## config.mk

```make
export PLATFORM = sky130hd
export DESIGN_NAME = ro_puf_engine_flat
export DESIGN_NICKNAME = d
export VERILOG_FILES = /design/src/rtl/ro_puf_pkg.sv /design/src/rtl/ro_puf_if.sv /design/src/rtl/ro_edge_counter.sv /design/src/rtl/ro_puf_engine.sv /design/src/flat_wrapper.sv
export SDC_FILE = /design/constraint.sdc
export NUM_CORES = 1
export LEC_CHECK = 0
export BUFFER_PORTS_ARGS = -buffer_cell sky130_fd_sc_hd__buf_4
export CAP_MARGIN = 20
export CORE_MARGIN = 10
export CORE_UTILIZATION = 61
export CTS_BUF_LIST = sky130_fd_sc_hd__clkbuf_16
export DETAILED_ROUTE_END_ITERATION = 12
export PLACE_DENSITY_LB_ADDON = 0.05
export SLEW_MARGIN = 20
export SYNTH_ARGS = -nofsm -noshare
export SYNTH_HDL_FRONTEND = slang
export SYNTH_SLANG_ARGS = --single-unit
```

## constraint.sdc

```tcl
create_clock -name clk -period 4.08 [get_ports clk]
set_input_delay 0.612 -clock clk [delete_from_list [all_inputs] [get_ports clk]]
set_output_delay 0.612 -clock clk [all_outputs]
set_load 0.005 [all_outputs]
```

## src/rtl/ro_puf_pkg.sv

```systemverilog
// Shared types and constants for the ring-oscillator PUF engine.
package ro_puf_pkg;

  typedef enum logic [2:0] {
    S_IDLE,
    S_SETTLE,
    S_COUNT,
    S_COMPARE,
    S_DONE
  } state_t;

  localparam int SETTLE_CYCLES = 4;
  localparam int SYNC_STAGES   = 2;
  localparam int MAJ_PASSES    = 3;

endpackage

```

## src/rtl/ro_puf_if.sv

```systemverilog
// Host-side request/response bundle of the PUF engine.
interface ro_puf_if #(
  parameter int SEL_W     = 4,
  parameter int CNT_W     = 12,
  parameter int WIN_W     = 12,
  parameter int RESP_BITS = 8
);
  logic                         start;
  logic [RESP_BITS*2*SEL_W-1:0] challenge;
  logic [WIN_W-1:0]             window;
  logic                         busy;
  logic                         done;
  logic [RESP_BITS-1:0]         response;
  logic [RESP_BITS-1:0]         tie_mask;
  logic [CNT_W-1:0]             count_a;
  logic [CNT_W-1:0]             count_b;

  modport master (
    output start, challenge, window,
    input  busy, done, response, tie_mask, count_a, count_b
  );

  modport slave (
    input  start, challenge, window,
    output busy, done, response, tie_mask, count_a, count_b
  );
endinterface

```

## src/rtl/ro_edge_counter.sv

```systemverilog
// Synchroniser + rising-edge detect + saturating edge counter for one RO channel.
module ro_edge_counter
  import ro_puf_pkg::*;
#(
  parameter int CNT_W = 12
) (
  input  logic             clk,
  input  logic             rst_n,
  input  logic             ro,
  input  logic             clr,
  input  logic             en,
  output logic [CNT_W-1:0] cnt
);

  logic [SYNC_STAGES-1:0] sync;
  logic                   prev;
  logic                   rise;

  assign rise = sync[SYNC_STAGES-1] & ~prev;

  always_ff @(posedge clk or negedge rst_n) begin
    if (!rst_n) begin
      sync <= '0;
      prev <= 1'b0;
      cnt  <= '0;
    end else begin
      sync <= {sync[SYNC_STAGES-2:0], ro};
      prev <= sync[SYNC_STAGES-1];
      if (clr)
        cnt <= '0;
      else if (en && rise && cnt != '1)
        cnt <= cnt + 1'b1;
    end
  end

endmodule

```

## src/rtl/ro_puf_engine.sv

```systemverilog
// RO PUF response generator: per challenge pair, settle, count both ROs, compare.
// Build option RO_PUF_MAJORITY_EN: three passes per pair, bit is the majority vote.
module ro_puf_engine
  import ro_puf_pkg::*;
#(
  parameter int NUM_RO    = 16,
  parameter int SEL_W     = $clog2(NUM_RO),
  parameter int CNT_W     = 12,
  parameter int WIN_W     = 12,
  parameter int RESP_BITS = 8
) (
  input  logic              clk,
  input  logic              rst_n,
  ro_puf_if.slave           bus,
  input  logic [NUM_RO-1:0] ro_in,
  output logic              ro_enable,
  output logic              ro_reset
);

  localparam int IDX_W  = (RESP_BITS > 1) ? $clog2(RESP_BITS) : 1;
  localparam int PAIR_W = 2 * SEL_W;

  state_t                        state;
  logic [RESP_BITS*PAIR_W-1:0]   chal_q;
  logic [WIN_W-1:0]              win_q;
  logic [WIN_W-1:0]              tmr;
  logic [IDX_W-1:0]              idx;
  logic [SEL_W-1:0]              sel_a, sel_b;
  logic                          ro_a, ro_b;
  logic [CNT_W-1:0]              cnt_a, cnt_b;
  logic                          gt, eq;
  logic                          bit_done, bit_val, bit_tie;

`ifdef RO_PUF_MAJORITY_EN
  logic [1:0] pass, gt_acc, tie_acc;
`endif

  // Out-of-range selects read as a dead oscillator.
  always_comb begin
    sel_a = chal_q[int'(idx)*PAIR_W +: SEL_W];
    sel_b = chal_q[int'(idx)*PAIR_W + SEL_W +: SEL_W];
    ro_a  = (int'(sel_a) < NUM_RO) ? ro_in[sel_a] : 1'b0;
    ro_b  = (int'(sel_b) < NUM_RO) ? ro_in[sel_b] : 1'b0;
  end

  ro_edge_counter #(.CNT_W(CNT_W)) u_cnt_a (
    .clk(clk), .rst_n(rst_n), .ro(ro_a),
    .clr(state == S_SETTLE), .en(state == S_COUNT), .cnt(cnt_a)
  );

  ro_edge_counter #(.CNT_W(CNT_W)) u_cnt_b (
    .clk(clk), .rst_n(rst_n), .ro(ro_b),
    .clr(state == S_SETTLE), .en(state == S_COUNT), .cnt(cnt_b)
  );

  assign gt = cnt_a > cnt_b;
  assign eq = cnt_a == cnt_b;

  always_comb begin
`ifdef RO_PUF_MAJORITY_EN
    bit_done = (pass == 2'(MAJ_PASSES - 1));
    bit_val  = (gt_acc + {1'b0, gt}) >= 2'd2;
    bit_tie  = (tie_acc + {1'b0, eq}) == 2'(MAJ_PASSES);
`else
    bit_done = 1'b1;
    bit_val  = gt;
    bit_tie  = eq;
`endif
  end

  always_ff @(posedge clk or negedge rst_n) begin
    if (!rst_n) begin
      state        <= S_IDLE;
      chal_q       <= '0;
      win_q        <= '0;
      tmr          <= '0;
      idx          <= '0;
      bus.busy     <= 1'b0;
      bus.done     <= 1'b0;
      bus.response <= '0;
      bus.tie_mask <= '0;
      bus.count_a  <= '0;
      bus.count_b  <= '0;
      ro_enable    <= 1'b0;
      ro_reset     <= 1'b1;
`ifdef RO_PUF_MAJORITY_EN
      pass         <= '0;
      gt_acc       <= '0;
      tie_acc      <= '0;
`endif
    end else begin
      bus.done <= 1'b0;
      case (state)
        S_IDLE: if (bus.start) begin
          chal_q       <= bus.challenge;
          win_q        <= (bus.window == '0) ? WIN_W'(1) : bus.window;
          bus.response <= '0;
          bus.tie_mask <= '0;
          idx          <= '0;
          tmr          <= WIN_W'(SETTLE_CYCLES - 1);
          bus.busy     <= 1'b1;
          ro_enable    <= 1'b1;
          ro_reset     <= 1'b0;
          state        <= S_SETTLE;
`ifdef RO_PUF_MAJORITY_EN
          pass         <= '0;
          gt_acc       <= '0;
          tie_acc      <= '0;
`endif
        end
        S_SETTLE: begin
          if (tmr == '0) begin
            tmr   <= win_q - 1'b1;
            state <= S_COUNT;
          end else
            tmr <= tmr - 1'b1;
        end
        S_COUNT: begin
          if (tmr == '0) state <= S_COMPARE;
          else           tmr   <= tmr - 1'b1;
        end
        S_COMPARE: begin
          bus.count_a <= cnt_a;
          bus.count_b <= cnt_b;
          tmr         <= WIN_W'(SETTLE_CYCLES - 1);
`ifdef RO_PUF_MAJORITY_EN
          if (bit_done) begin
            pass    <= '0;
            gt_acc  <= '0;
            tie_acc <= '0;
          end else begin
            pass    <= pass + 2'd1;
            gt_acc  <= gt_acc + {1'b0, gt};
            tie_acc <= tie_acc + {1'b0, eq};
          end
`endif
          if (bit_done) begin
            bus.response[idx] <= bit_val;
            bus.tie_mask[idx] <= bit_tie;
          end
          if (bit_done && idx == IDX_W'(RESP_BITS - 1)) begin
            bus.done <= 1'b1;
            state    <= S_DONE;
          end else begin
            if (bit_done) idx <= idx + 1'b1;
            state <= S_SETTLE;
          end
        end
        S_DONE: begin
          bus.busy  <= 1'b0;
          ro_enable <= 1'b0;
          ro_reset  <= 1'b1;
          state     <= S_IDLE;
        end
        default: state <= S_IDLE;
      endcase
    end
  end

endmodule

```

## src/flat_wrapper.sv

```systemverilog
// flat-port wrapper written by rule: the top's interface ports become plain ports
module ro_puf_engine_flat import ro_puf_pkg::*;
#(
  parameter int NUM_RO    = 16,
  parameter int SEL_W     = $clog2(NUM_RO),
  parameter int CNT_W     = 12,
  parameter int WIN_W     = 12,
  parameter int RESP_BITS = 8
)
  (clk, rst_n, ro_in, ro_enable, ro_reset, bus_start, bus_challenge, bus_window, bus_busy, bus_done, bus_response, bus_tie_mask, bus_count_a, bus_count_b);
  ro_puf_if #(.SEL_W(SEL_W), .CNT_W(CNT_W), .WIN_W(WIN_W), .RESP_BITS(RESP_BITS)) bus_i ();
  input  logic clk;
  input  logic rst_n;
  input  logic [NUM_RO-1:0] ro_in;
  output logic ro_enable;
  output logic ro_reset;
  input wire logic [$bits(bus_i.start)-1:0] bus_start;
  input wire logic [$bits(bus_i.challenge)-1:0] bus_challenge;
  input wire logic [$bits(bus_i.window)-1:0] bus_window;
  output wire logic [$bits(bus_i.busy)-1:0] bus_busy;
  output wire logic [$bits(bus_i.done)-1:0] bus_done;
  output wire logic [$bits(bus_i.response)-1:0] bus_response;
  output wire logic [$bits(bus_i.tie_mask)-1:0] bus_tie_mask;
  output wire logic [$bits(bus_i.count_a)-1:0] bus_count_a;
  output wire logic [$bits(bus_i.count_b)-1:0] bus_count_b;
  assign bus_i.start = bus_start;
  assign bus_i.challenge = bus_challenge;
  assign bus_i.window = bus_window;
  assign bus_busy = bus_i.busy;
  assign bus_done = bus_i.done;
  assign bus_response = bus_i.response;
  assign bus_tie_mask = bus_i.tie_mask;
  assign bus_count_a = bus_i.count_a;
  assign bus_count_b = bus_i.count_b;
  ro_puf_engine #(.NUM_RO(NUM_RO), .SEL_W(SEL_W), .CNT_W(CNT_W), .WIN_W(WIN_W), .RESP_BITS(RESP_BITS)) u_core (.clk(clk), .rst_n(rst_n), .bus(bus_i), .ro_in(ro_in), .ro_enable(ro_enable), .ro_reset(ro_reset));
endmodule
```

==> results.txt, run 1 <==
The instance count after placement with tap cells included was 1,195; the flop and latch count out of synthesis was 167. Registers take 4180 um^2. Static timing analysis puts the maximum clock frequency at 0.3789 GHz. STA classifies the critical path endpoint as a flop. The run gives 0 as the number of antenna violations at the first check in global routing. During I/O placement, the number of pins put on the boundary was 139. The DRC violation count after routing was 0; the insertion delay to the later sink of the worst-skew pair was 430 ps. Per report_power, the combinational group accounts for 28.2% of the total. The logs give 0 for the final max-slew violation count and 0 for the post-CTS setup repair buffer count. Global routing used 23.31% of the available tracks across all layers.

The cell type with the highest occurrence count on the critical path was sky130_fd_sc_hd__mux2i_1. Routability-driven placement finished with a final weighted congestion of 0.8492. The average wire per standard cell was 17.20 um. The number of clock buffers added by TritonCTS is 17.

The run gives 6,970 as the via count of the first global-routing pass. In the final timing run, aggregate negative setup slack is 0 ps. Each instance of the synthesized netlist takes up on average 9.114 um^2. The buffer type at the clock tree root is sky130_fd_sc_hd__clkbuf_16. Pre-CTS worst setup slack: 1528 ps.

Final clock period utilization by the worst path: 64.68%. The most frequent standard cell in the layout excluding fill and tap cells is sky130_fd_sc_hd__nand2_1. STA classifies the critical path startpoint as a flop. At the pin with the least slew margin, the transition time is 914.2 ps. The logs give 4380 ps for the worst path required time and 8348 um^2 for the summed instance area of the synthesized netlist. The ratio of cells with drive above 1 in the final layout was 18.84%; the stage delay of the slowest cell on the critical path was 820 ps. Data on the critical path arrives at its endpoint at 2940 ps. TritonCTS built the clock tree. For this run, the detailed router's first-pass iteration total came to 6. The per-cell via count in the routed design is 5.588.

The wire-length estimate of the detail-placed layout is 15,020 um. For this design the ratio of total power to cell area is 559.5 nW/um^2. After the flow finishes, the layout carries non-filler instances totaling 1,227.

The share of synthesized registers carrying an async set or reset works out to 100.0%. In the layout the commonest cells are sky130_fd_sc_hd__nand2_1, sky130_fd_sc_hd__dfrtp_1, sky130_fd_sc_hd__buf_4. On the final layout, the worst clock skew is 6.982 ps. The max-cap check violation count is 0.

The H-tree level count was 4. The routed design has 21,100 um of wire. Clock-pin slew was measured on the worst setup and hold paths at 70 ps.

The layout filler cell count came out at 979. For this block, the via count after detailed routing is 6,856. For this run, the register share of the synthesized area comes to 50.07%.

Synthesis handed over a netlist of 916 instances. The net switching power is 0.001949 W, and the switching part of the total power is 34.60%. Grouping stages by cell kind, the critical path spends the most delay in multiplexers. For this run, the leading register cell type out of synthesis is sky130_fd_sc_hd__dfrtp_1. The number of instances resized during post-cts repair came out at 0.

The run finished with clean final reports. For the total number of clock tree sinks, the log shows 167. The post-route worst setup slack is 1441 ps.

The worst reg2reg path startpoint is u_core.idx[0]. The horizontal extent of the die came out at 137.0 um. The path class of the tightest hold or removal check is input port to async pin. Setup repair after global routing left no endpoint under its margin. Entering global routing, the biggest net connects 92 pins. Summing all multi-input logic gate instances after layout gives 3890 um^2.

The count of buffers added on input and output ports is 138. The initial utilization of the core area, before any placement, comes to 62.54%. The cell type of the slowest stage on the worst timing path is sky130_fd_sc_hd__dfrtp_1. The layout overhead on the synthesized area is 20.58%.

The standby leakage power is 4.940 nW. The post-layout utilization of the core is 75.41%. For the number of unique standard cell types used by synthesis, the log shows 52. The worst-case IR drop observed on VDD is 373.1 uV. The origin of the worst setup path is u_core.idx[0]. The smallest clock period supported by the final layout is computed as 2639 ps. The buffer levels on the longest clock path came out at 2. The final hold violation count is 0, and the initial detailed-routing violation count is 425. Once detail routing completed, the nets flagged for antenna violations numbered 0. The signal on the critical path passes through buf_4 -> mux2i_1 -> mux4_2 -> mux2i_1 -> mux2i_1 -> mux2i_1 -> mux2i_1.

The critical path in this run is classified as flop to flop. Largest fanout on the critical path: 22. Sequential cells account for 44.5% of the total power.

The run gives 0 as the count of synthesis-stage warnings from yosys. The final layout net count was 1,152. The total global routing overflow is 0, and the part of the total power dissipated in the clock network is 27.3%. The first global-routing pass estimated 34,920 um of wire. The internal power contribution was 0.003684 W; the core box area was 13,350 um^2.

When the netlist entered floorplanning its net count stood at 1,030. 0 antenna diodes ended up in the layout. The number of hold-repair buffers added at the cts stage is 0, and the critical path buffer and inverter count is 1. The initialized floorplan defines 42 standard-cell rows. From bottom edge to top edge, the die measures 137.0 um. The number of flops mapped to enable cells by yosys is 0.

The relative slew slack is 39.05%. For the setup-violating endpoint count in the final report, the log shows 0. The total die area was 18,760 um^2.
path summary, 6_finish.rpt:
check	endpoint	slack, ps	cells past startpoint
min in group clk	u_core.chal_q[17]	370	3
min	u_core.tmr[2]	250	1
max in group asynchronous	u_core.chal_q[13]	2960	2
min reg2reg	u_core.u_cnt_a.prev	390	0
max reg2reg	u_core.u_cnt_a.sync[0]	1440	7
max	u_core.u_cnt_a.sync[0]	1440	7
synth_stat cells (all sizes together), types with 5 or more instances:
cell    number  share of area [%]
a21oi       26                1.6
buf         17                1.1
clkbuf      28                1.3
dfrtp      166                 50
ha          19                2.8
inv         27                1.2
mux2i       55                6.6
mux4         6                1.6
nand2      297                 13
nand3       23                1.4
nand4        5               0.37
nor2        48                2.2
nor2b        7               0.52
nor3        19                1.1
nor3b        8               0.85
nor4        14                1.0
o21ai       48                2.9
or3         10               0.75
xnor2       23                2.4
xor2         7               0.73
logic make-up after synthesis:
kind of cell | Yosys count | synth area share [%]
muxes | 65 | 8.753
DFF | 167 | 50.07
xor gates and xnor gates | 30 | 3.147
and+or+nand+nor | 452 | 23.38
buffers and inverters | 72 | 3.537
AOI/OAI and AO/OA | 111 | 8.258
adders and majority gates | 19 | 2.848
metal layers:
| metal | track usage, % | share of wire, % | up-vias |
|---|---|---|---|
| met2 | 39.28 | 50 | 218 |
| met5 | 0 | 0 | - |
| li1 | - | - | 3334 |
| met3 | 5.938 | 5.6 | 36 |
| met4 | 6.206 | 1.7 | 0 |
| met1 | 29.18 | 42 | 3268 |
state kept, by name (all words and copies together), names as in the netlist:
name,flops
u_core.chal_q,64
u_core.bus.done,1
u_core.ro_reset,1
u_core.win_q,12
u_core.u_cnt_a.cnt,12
u_core.u_cnt_a.prev,1
u_core.bus.tie_mask,8
u_core.idx,3
u_core.bus.response,8
u_core.u_cnt_a.sync,2
u_core.state,3
u_core.bus.count_a,12
u_core.bus.count_b,12
u_core.bus.busy,1
u_core.u_cnt_b.sync,2
u_core.u_cnt_b.prev,1
u_core.u_cnt_b.cnt,12
u_core.tmr,12
per-stage QoR:
step                power (W)  hold WS (ps)  area, um^2
floorplan            0.003574         316.4        8348
global placement     0.004036         360.0        9507
detailed placement   0.004090         374.0        9507
CTS                  0.005660         267.6       10070
global route         0.005989         297.2       10070
finish               0.005632         245.9       10070
power by group through the flow:
stage               clock, W  combinational (W)  sequential [W]
CTS                  0.00156            0.00160         0.00250
detailed placement         0            0.00157         0.00252
floorplan                  0            0.00120         0.00238
global placement           0            0.00152         0.00252
finish               0.00154            0.00159         0.00251
global route         0.00163            0.00179         0.00257
layout make-up:
type / count / area share, %
Timing Repair Buffer: 148 / 11.08
Clock inverter: 15 / 1.330
Inverter: 27 / 1.007
Multi-Input combinational cell: 677 / 38.65
Clock buffer: 17 / 4.226
Tap cell: 176 / 2.188
Sequential cell: 167 / 41.53
Power figures use the tool's default switching activity.
==> run 2, diff against run 1 <==
Settings changed: ABC_AREA set to 1, CORE_UTILIZATION 61 to 52.
Clock period 4.08 ns to 2.3 ns, I/O delays scaled along.
==> results.txt, run 2 <==
The total global routing overflow was 0 (unchanged); the fraction of the yosys area taken by sequential cells was 47.81% (-2.3 points). The number of flops mapped to enable cells by yosys was 0 (unchanged); the average cell area after synthesis was 7.583 um^2 (-17%). The number of buffers created by CTS was 17 (unchanged). On the critical path, the stage with the largest delay is an instance of sky130_fd_sc_hd__dfrtp_1.

The flip-flop count of the largest register after layout is 64 (unchanged). The worst setup path is captured at a flop. The logs give 0.5003 GHz (+32%) for the maximum frequency from static timing analysis and 0 ps (unchanged) for the sum of negative setup slack. The tools report the largest net degree at the start of global routing as 116 (+26%). Walking the worst path, the cells encountered are inv_1 -> ha_1 -> nand3_1 -> nor2_1 -> nand3_2 -> clkinv_1 -> nor2_1 -> nand3b_1 -> a21oi_1. The top cell types in the final layout, fill and taps aside, are sky130_fd_sc_hd__nand2_1, sky130_fd_sc_hd__dfrtp_1, sky130_fd_sc_hd__buf_4. Detailed-route via count: 7,779 (+13%). The commonest cells after synthesis are sky130_fd_sc_hd__nand2_1, sky130_fd_sc_hd__dfrtp_1, sky130_fd_sc_hd__inv_1, sky130_fd_sc_hd__o21ai_0, sky130_fd_sc_hd__nand3_1.

The share of synthesized registers carrying an async set or reset is 100.0% (unchanged). u_core.chal_q holds more flip-flops than any other register. The sequential fraction of design power is 36.2% (-8.3 points). The total number of clock tree sinks was 167 (unchanged).

The vertical extent of the die is 149.7 um (+9.3%). The slew at the pin with the worst max-slew slack is 780.8 ps (-133.4 ps), and the internal power contribution is 0.007033 W (+91%). The average wire per standard cell is 14.54 um (-15%).

TritonCTS built the clock tree. By area the synthesized netlist is led by sky130_fd_sc_hd__dfrtp_1, sky130_fd_sc_hd__nand2_1, sky130_fd_sc_hd__o21ai_0, sky130_fd_sc_hd__nand3_1, sky130_fd_sc_hd__inv_1. The final clock period utilization by the worst path came out at 86.90% (+22 points). The tools report the combinational share of power as 38.2% (+10 points).

Setup repair after global routing left no endpoint under its margin. Power per cell area: 1088 nW/um^2 (+94%). The run finished with clean final reports. The tools report the setup-violating endpoint count in the final report as 0 (unchanged).

The DRC violation count after routing was 0 (unchanged); the summed instance area of the synthesized netlist was 8743 um^2 (+4.7%). The run gives 37,210 um (+6.6%) as the global-route wire length before repair. Max-cap check violation count: 0 (unchanged). The number of instances resized during post-cts repair is 0 (unchanged).

The worst register-to-register path ends at u_core.tmr[8]. The flop and latch count out of synthesis is 167 (unchanged), and the standby leakage power is 5.397 nW (+9.3%). The final hold violation count was 0 (unchanged); the net count of the mapped netlist was 1,267 (+23%).

The largest voltage drop on the vdd net was 546.6 uV (+46%); the share of the synthesized area in the top cell type was 47.51% (-2.3 points). The instance count after placement with tap cells included was 1,485 (+24%). The number of optimization iterations in the first detailed-route pass was 5 (-1).

The logs give 9.456 ps (+2.473 ps) for the worst clock skew and 0 (unchanged) for the number of inserted diodes. Switching part of the total power: 39.10% (+4.5 points). Startpoint of the lowest-slack hold path: bus_challenge[6]. The reg-to-reg setup timing slack came out at 300 ps (-1140 ps). The run gives 0 (unchanged) as the count of synthesis-stage warnings from yosys. The count of boundary I/O pins is 139 (unchanged). Floorplan row count: 47 (+12%). sky130_fd_sc_hd__nand2_1 is the most common cell in the netlist.

The stage delay of the slowest cell on the critical path works out to 370 ps (-450 ps). The largest fanout on the critical path is 16 (-27%). The via count of the first global-routing pass is 7,853 (+13%), and the H-tree level count is 4 (unchanged). Compared with the post-synthesis result, the final layout area differs by 21.42%.

The insertion delay to the later sink of the worst-skew pair was 440 ps (about the same); the worst hold margin was 100.4 ps (-145.5 ps). The worst hold path belongs to the class input port to flop. The initial detailed-routing violation count was 559 (+32%).

The post-CTS setup repair buffer count was 0 (unchanged); the number of nets with antenna violations after routing was 0 (unchanged). The final max-slew violation count was 0 (unchanged); the buffer levels on the longest clock path was 2 (unchanged). The total die area was 22,400 um^2 (+19%). The startpoint type of the worst setup path was a flop. The quantity of I/O buffers inserted on ports was 138 (unchanged); the relative slew slack was 47.89% (+8.8 points). The run gives 16,230 um (+8.0%) as the post-DP HPWL.

Most frequent standard cell in the layout excluding fill and tap cells: sky130_fd_sc_hd__nand2_1. Worst reg2reg path startpoint: u_core.tmr[0]. The last weighted congestion value of the routability-driven placer is 0.9061 (+6.7%), and the arrival time of the worst setup path is 2360 ps (-580 ps).

The per-cell via count in the routed design came out at 5.125 (-8.3%). The cell family contributing the most delay on the critical path is simple AND/OR/NAND/NOR gates. The routed wire length was 22,070 um (+4.6%).

The core box area was 16,520 um^2 (+24%); the initial core utilization was 52.91% (-9.6 points). The clock slew seen by the registers of the worst setup and hold paths was 70 ps (about the same); the critical path buffer and inverter count was 2 (+1). The horizontal extent of the die came out at 149.7 um (+9.3%). The ratio of cells with drive above 1 in the final layout is 16.56% (-2.3 points), and the part of the total power dissipated in the clock network is 25.6% (-1.7 points). The final instance count without filler cells was 1,518 (+24%); the worst path required time was 2660 ps (-1720 ps). The number of cells produced by synthesis came out at 1,153 (+26%). The cell type with the highest occurrence count on the critical path is sky130_fd_sc_hd__nor2_1. The all-layer global routing usage came out at 20.13% (-3.2 points). For the final layout net count, the log shows 1,399 (+21%). The number of unique standard cell types used by synthesis was 41 (-21%).

The minimum clock period came out at 1999 ps (-640.3 ps). The critical path in this run is classified as flop to flop. The root buffer cell chosen for the clock tree is sky130_fd_sc_hd__clkbuf_16. The run gives 0 (unchanged) as the number of antenna violations at the first check in global routing. The endpoint with the worst hold slack was u_core.chal_q[6]. Of all cell types, the one taking the most synthesized area is sky130_fd_sc_hd__dfrtp_1. The net switching power came out at 0.004514 W (+130%).

The worst reg2reg path depth is 9 (+2). In the synthesized netlist the dominant register cell turns out to be sky130_fd_sc_hd__dfrtp_1. The hold path depth came out at 3.
## run 2: cell types whose count changed in the layout (fill, tap and decap cells not counted), sizes merged, moves of 35 or more
cell	previous run	this run
nor2	48	83
inv	37	140
mux2i	55	0
nand2	297	394
nand3	23	96
o21ai	48	123
## run 2: worst max-delay path by stage
stage | cells past startpoint | slack, ps | from | end
after CTS | 9 | 320 | u_core.tmr[0] | u_core.tmr[8]
after global placement | 12 | 430 | u_core.idx[2] | u_core.u_cnt_a.sync[0]
after floorplan | 10 | 700 | u_core.tmr[0] | u_core.tmr[4]
after global routing | 9 | 130 | u_core.tmr[0] | u_core.tmr[8]
after detailed placement | 9 | 350 | u_core.tmr[0] | u_core.tmr[9]
final | 9 | 300 | u_core.tmr[0] | u_core.tmr[8]
## run 2: power by group through the flow
stage	logic, W	registers, W	clock network (W)
2_1_floorplan	0.00333	0.00413	0
3_3_place_gp	0.00431	0.00420	0
3_5_place_dp	0.00438	0.00422	0
4_1_cts	0.00442	0.00418	0.00298
5_1_grt	0.00513	0.00427	0.00310
6_report	0.00442	0.00418	0.00295
## run 2: final cells by class
type | count | area (um^2)
Sequential cell | 167 | 4180
Clock buffer | 17 | 425.4
Timing Repair Buffer | 151 | 1177
Multi-Input combinational cell | 810 | 3857
Fill cell | 1507 | 5908
Clock inverter | 15 | 177.7
Inverter | 138 | 523.0
Tap cell | 220 | 275.3
## run 2: worst min-delay path, cell delays in order
cell	delay, ps
sky130_fd_sc_hd__buf_4	70
sky130_fd_sc_hd__nand2_1	40
sky130_fd_sc_hd__nand2_1	40
## run 2: per-layer routing
metal,vias up,track usage [%],part of all wire (%)
met5,-,0,0
met4,0,6.463,1.6
met3,36,4.499,5.4
met2,191,32.99,48
met1,3608,25.94,45
li1,3944,-,-
## run 2: kinds of logic after synthesis
group                    after synthesis  share of synthesized area (%)
AND/OR/NAND/NOR                      611                          29.98
adder cells (fa/ha/maj)               19                          2.719
flip-flops                           167                          47.81
XOR/XNOR                              11                          1.102
buffers and inverters                176                          8.128
AO/OA/AOI/OAI                        169                          10.26
## run 2: timing repair
| item | in CTS | in global routing |
|---|---|---|
| setup endpoints to repair | 0 | 0 |
| hold endpoints to repair | 52 | 0 |
| hold buffers | 1 | 0 |
## run 2: per-stage QoR
stage	power [W]	utilization, %	cell area [um^2]	setup WS, ps
floorplan	0.007457	-	8743	699.0
global placement	0.008513	60.54	10000	432.7
detailed placement	0.008605	60.54	10000	351.5
CTS	0.01158	64.25	10620	323.4
global route	0.01250	64.25	10620	127.3
finish	0.01155	64.25	10620	301.3
